$ cat src/rtl/mem_port_arbiter.sv
// mem_port_arbiter: shares one single-port memory bus between instruction fetch
// and data access. Only one transaction is in flight at a time. MEM normally wins,
// but IF is forced through after STARVE_MAX consecutive MEM grants while it waits.
// A fetch killed by a branch flush still completes on the bus, and its response
// is swallowed.
module mem_port_arbiter #(
  parameter int ADDR_W     = 64,
  parameter int DATA_W     = 64,
  parameter int STARVE_MAX = 4
) (
  input  logic                clk,
  input  logic                rst,
  // fetch port
  input  logic                if_req,
  input  logic [ADDR_W-1:0]   if_addr,
  output logic                if_rvalid,
  output logic [DATA_W-1:0]   if_rdata,
  output logic                stall_if,
  input  logic                flush_if,
  // data port
  input  logic                mem_req,
  input  logic                mem_we,
  input  logic [ADDR_W-1:0]   mem_addr,
  input  logic [DATA_W-1:0]   mem_wdata,
  input  logic [DATA_W/8-1:0] mem_wstrb,
  output logic                mem_done,
  output logic [DATA_W-1:0]   mem_rdata,
  output logic                stall_mem,
  // bus
  output logic                bus_req,
  output logic                bus_we,
  output logic [ADDR_W-1:0]   bus_addr,
  output logic [DATA_W-1:0]   bus_wdata,
  output logic [DATA_W/8-1:0] bus_wstrb,
  input  logic                bus_gnt,
  input  logic                bus_rvalid,
  input  logic [DATA_W-1:0]   bus_rdata
);

  typedef enum logic [1:0] {S_IDLE, S_CMD, S_RESP} state_t;
  typedef enum logic {OWN_IF, OWN_MEM} owner_t;

  localparam int                CNT_W      = $clog2(STARVE_MAX + 1);
  localparam logic [CNT_W-1:0]  STARVE_LIM = CNT_W'(STARVE_MAX);

  state_t           state, state_next;
  owner_t           owner;
  logic             drop, drop_next;
  logic [CNT_W-1:0] starve_cnt, starve_next;
  logic             grant_mem, grant_if;
  logic             resp_fire;

  // Next-state, arbitration decision, drop flag and starvation counter update.
  always_comb begin
    // NOTE: every signal written here gets a default first, so no path leaves
    // one unassigned and no latch is inferred.
    state_next  = state;
    drop_next   = drop;
    starve_next = starve_cnt;
    grant_mem   = 1'b0;
    grant_if    = 1'b0;
    unique case (state)
      S_IDLE: begin
        if (mem_req && (starve_cnt < STARVE_LIM || !if_req)) begin
          grant_mem  = 1'b1;
          state_next = S_CMD;
          if (if_req && starve_cnt < STARVE_LIM) starve_next = starve_cnt + 1'b1;
        end else if (if_req && !flush_if) begin
          grant_if    = 1'b1;
          state_next  = S_CMD;
          starve_next = '0;
        end
      end
      S_CMD: begin
        if (bus_gnt) state_next = S_RESP;
        if (flush_if && owner == OWN_IF) drop_next = 1'b1;
      end
      S_RESP: begin
        if (bus_rvalid) begin
          state_next = S_IDLE;
          drop_next  = 1'b0;
        end else if (flush_if && owner == OWN_IF) begin
          drop_next = 1'b1;
        end
      end
      default: state_next = S_IDLE;
    endcase
  end

  // State, ownership and registered command fields; command is latched on grant
  // and held untouched through CMD and RESP.
  always_ff @(posedge clk) begin
    // NOTE: non-blocking assignments for all state so every flop samples the
    // pre-edge values regardless of statement order.
    if (rst) begin
      state      <= S_IDLE;
      owner      <= OWN_IF;
      drop       <= 1'b0;
      starve_cnt <= '0;
      bus_we     <= 1'b0;
      bus_addr   <= '0;
      bus_wdata  <= '0;
      bus_wstrb  <= '0;
    end else begin
      state      <= state_next;
      drop       <= drop_next;
      starve_cnt <= starve_next;
      if (grant_mem) begin
        owner     <= OWN_MEM;
        bus_we    <= mem_we;
        bus_addr  <= mem_addr;
        bus_wdata <= mem_wdata;
        bus_wstrb <= mem_wstrb;
      end else if (grant_if) begin
        owner     <= OWN_IF;
        bus_we    <= 1'b0;
        bus_addr  <= if_addr;
        bus_wdata <= '0;
        bus_wstrb <= '0;
      end
    end
  end

  // Response routing and stall requests; a flush landing with the response kills it.
  assign bus_req   = (state == S_CMD);
  assign resp_fire = (state == S_RESP) && bus_rvalid;
  assign mem_done  = resp_fire && (owner == OWN_MEM);
  assign if_rvalid = resp_fire && (owner == OWN_IF) && !drop && !flush_if;
  assign mem_rdata = mem_done  ? bus_rdata : '0;
  assign if_rdata  = if_rvalid ? bus_rdata : '0;
  assign stall_if  = if_req  && !if_rvalid;
  assign stall_mem = mem_req && !mem_done;

  // A response is only legal while one is outstanding.
  rvalid_in_resp: assert property (@(posedge clk) disable iff (rst)
    bus_rvalid |-> state == S_RESP)
    else $error("bus_rvalid outside RESP");

endmodule

$ cat config.mk
export PLATFORM = sky130hd
export DESIGN_NAME = mem_port_arbiter
export DESIGN_NICKNAME = d
export VERILOG_FILES = /design/src/rtl/mem_port_arbiter.sv
export SDC_FILE = /design/constraint.sdc
export NUM_CORES = 1
export LEC_CHECK = 0
export CAP_MARGIN = 20
export CORE_AREA = 8 8 206 208
export DETAILED_ROUTE_END_ITERATION = 12
export DIE_AREA = 0 0 214 216
export DONT_BUFFER_PORTS = 1
export PLACE_DENSITY = 0.4
export SYNTH_ARGS = -nofsm -noshare
export SYNTH_HDL_FRONTEND = slang
export SYNTH_SLANG_ARGS = --single-unit
export TNS_END_PERCENT = 10
$ cat constraint.sdc
create_clock -name clk -period 2.2 [get_ports clk]
set_input_delay 0.33 -clock clk [delete_from_list [all_inputs] [get_ports clk]]
set_output_delay 0.33 -clock clk [all_outputs]
set_load 0.005 [all_outputs]
==> impl_metrics.csv <==
group,metric,value,unit
run_status,status,"finished, violations left",
run_status,failed_checks,"negative hold slack",
finish,stdcell_count,1264,
logic_synthesis,synth_edf_count,0,
timing,setup_violations,0,
clock_tree,ctsLongestPathBuffers,2,
logic_synthesis,seq_area_frac_synth,45.0,%
global_routing,grt_pass1_wl,42300,um
clock_tree,cts-root-buf,"clkbuf_16",
logic_synthesis,synthTopCellsByArea,"dfxtp_1, and2_1, a22oi_1",
logic_synthesis,yosys_warnings,0,
timing,fin_crit_sh,98.9,%
detailed_routing,first_pass_iters,5,
logic_synthesis,syn_inst,730,
logic_synthesis,yosysTopAreaCell,"dfxtp_1",
floorplan,core-area,39200,sq um
floorplan,die_width,214,um
logic_synthesis,synth.distinct_cells,34,
detailed_routing,drt-initial-drc-count,370,
worst_setup_path,cp.required,2.52,ns
worst_setup_path,crit_arrival,2.50,ns
logic_synthesis,synth_common_cells,"dfxtp_1, and2_1, nor2_1",
global_routing,grt_overflow_total,0,
logic_synthesis,yosys.area.top_type_share,45.0,%
floorplan,die_h,216,um
clock_tree,h-tree-depth,4,
global_routing,grt_pass1_vias,5784,
worst_setup_path,critical_path.startpoint_type,"flop",
logic_synthesis,synth-seq-cells,144,
floorplan,die-area,46200,sq um
timing,fmax,0.459,GHz
timing,drv_slew,0,
logic_synthesis,synth-xor-area-share,0,%
global_routing,antenna_found_initial,2,
worst_setup_path,end_kind,"flop",
logic_synthesis,postSynthAreaPerCell,8.78,sq um
timing,setup_tns,0,ns
timing,min_period,2.18,ns
detailed_routing,viasPerCell,4.59,
logic_synthesis,synthMuxAreaShare,0.156,%
clock_tree,clock_latency,0.45,ns
timing,hold_viol,15,
clock_tree,cts_tree,"done",
finish,num-fill-cells,4241,
logic_synthesis,synth_top_family_by_area,"compound AO/OA/AOI/OAI gates",
clock_tree,cts_made_buffers,17,
hold_path,min_from,"rst",
timing,maxSlewHeadroom,69.1,%
placed_design,gp_congestion,0.756,
logic_synthesis,ys_async_sr_fraction,0,%
logic_synthesis,synth_most_common_cell,"dfxtp_1",
placed_design,dp.cells,1190,
logic_synthesis,synth_area,6410,sq um
clock_tree,cts_sinks,144,
floorplan,fp-row-count,73,
timing,tightest_slew,0.463,ns
finish,final_nets,1003,
worst_setup_path,timing.rr.start,"state[0]",
logic_synthesis,synthesis.nets,1007,
timing,skew,0.0184,ns
finish,num_antenna_cells,0,
detailed_routing,wl,33100,um
worst_setup_path,critPathKind,"flop to flop",
placed_design,numPortBuffers,0,
placed_design,dp_hpwl,21000,um
finish,syn2layout_area_growth,35.9,%
worst_setup_path,crit_fanout,16,
detailed_routing,ant_nets,0,
clock_tree,clk_pin_slew,0.06,ns
timing,timing.hold.ws,-0.00834,ns
detailed_routing,vias,5802,
logic_synthesis,synth-simple-area-share,22.3,%
finish,fin_util,22.2,%
finish,drive_above_1_share,27.7,%
run,maxCapViolCount,0,
detailed_routing,drc,0,
detailed_routing,wl_per_cell,26.2,um
global_routing,track_usage,12.0,%
worst_setup_path,setup.worst_path.start,"state[0]",
power,ir_drop,565,uV
timing,grt_setup_unrepaired,"true",
power,pwr_density_cell,912,nW/um^2
floorplan,io_pins,542,
logic_synthesis,ys.flop_type,"dfxtp_1",
logic_synthesis,synthAdderAreaFrac,0.976,%
power,p_leak,3.02,nW
logic_synthesis,synth_compound_area_share,25.4,%
floorplan,initial_core_util,16.4,%
hold_path,hp-class,"input port to flop",
global_routing,grt_start_max_net_pins,146,
cell usage in the layout, fill, tap and decap left out, types with 4 or more instances in the layout:
cell       instances
clkbuf_16         25
buf_12             8
o221ai_2          44
and2_4            48
buf_16            10
nand2_1           65
dfxtp_1          142
nor2_1            78
a22oi_2           11
a22oi_1           63
o221ai_4           6
buf_4             14
a21oi_1           68
inv_1              4
o221ai_1          14
buf_6              9
and2_1            78
path summary, 6_finish.rpt:
path | end | slack (ns) | depth (start not counted)
worst max-delay path | bus_addr[7] | 0.02 | 14
worst min-delay path | bus_wdata[28] | -0.008 | 1
worst max register to register | bus_addr[7] | 0.02 | 14
worst min register to register | bus_addr[2] | 0.48 | 2
routing by layer:
layer | GRT usage [%] | part of all wire [%]
met5 | 0 | 0.079
met4 | 3.64 | 2.2
met3 | 6.39 | 11
met2 | 21.3 | 51
met1 | 12.0 | 36
cell families (layout without fill, tap and decap cells):
group | count (synthesis) | count (layout)
buffers and inverters | 79 | 88
AOI/OAI and AO/OA | 215 | 215
DFF | 144 | 144
muxes | 1 | 1
adders and majority gates | 5 | 5
and+or+nand+nor | 286 | 286
what timing repair did:
| action | 4_1_cts | 5_1_grt |
|---|---|---|
| setup endpoints to repair | 65 | 205 |
| hold endpoints to repair | 143 | 62 |
| resized for setup | 71 | 61 |
| setup buffers | 17 | 7 |
| gates cloned | 7 | 12 |
| pin swaps | 20 | 36 |
metrics by stage:
stage / hold slack [ns] / worst slack [ns] / power [mW] / cell area [sq um]
after CTS: -0.0667 / -0.0619 / 7.51 / 7950
after global placement: 0.415 / 0.344 / 4.29 / 6880
final: -0.00834 / 0.0235 / 7.95 / 8710
after detailed placement: 0.418 / 0.349 / 4.29 / 6880
after floorplan: 0.446 / 0.381 / 4.02 / 6410
after global routing: -0.0444 / -0.0469 / 8.34 / 8710
critical path, cell delays in order (launching register included):
cell	delay, ns
dfxtp_2	0.33
inv_2	0.05
buf_4	0.12
buf_4	0.12
buf_4	0.12
buf_4	0.12
buf_4	0.12
buf_4	0.13
ha_4	0.17
inv_4	0.08
nor2_4	0.04
buf_12	0.15
clkbuf_16	0.20
o221ai_1	0.20
a21oi_1	0.10
registers in the layout, summed over array words and instances (netlist names):
name and count:
owner 1, bus_wstrb 8, drop 1, bus_wdata 64, starve_cnt 3, bus_we 1
state 2, bus_addr 64
area by class of cell:
type / instances / area (sq um) / area share, %
multi-input cells: 507 / 3660 / 42.0
flip-flops and latches: 144 / 2890 / 33.1
repair buffers: 50 / 875 / 10.0
well taps: 525 / 657 / 7.54
clock buffers: 21 / 460 / 5.28
clock inverters: 11 / 151 / 1.74
inverters: 6 / 25.0 / 0.287
power breakdown:
group	leakage (nW)	internal (mW)	switching, mW
logic	1.54	0.762	0.953
registers	1.18	2.89	0.266
clock network	0.298	1.85	1.23
(Power assumes the default switching activity.)
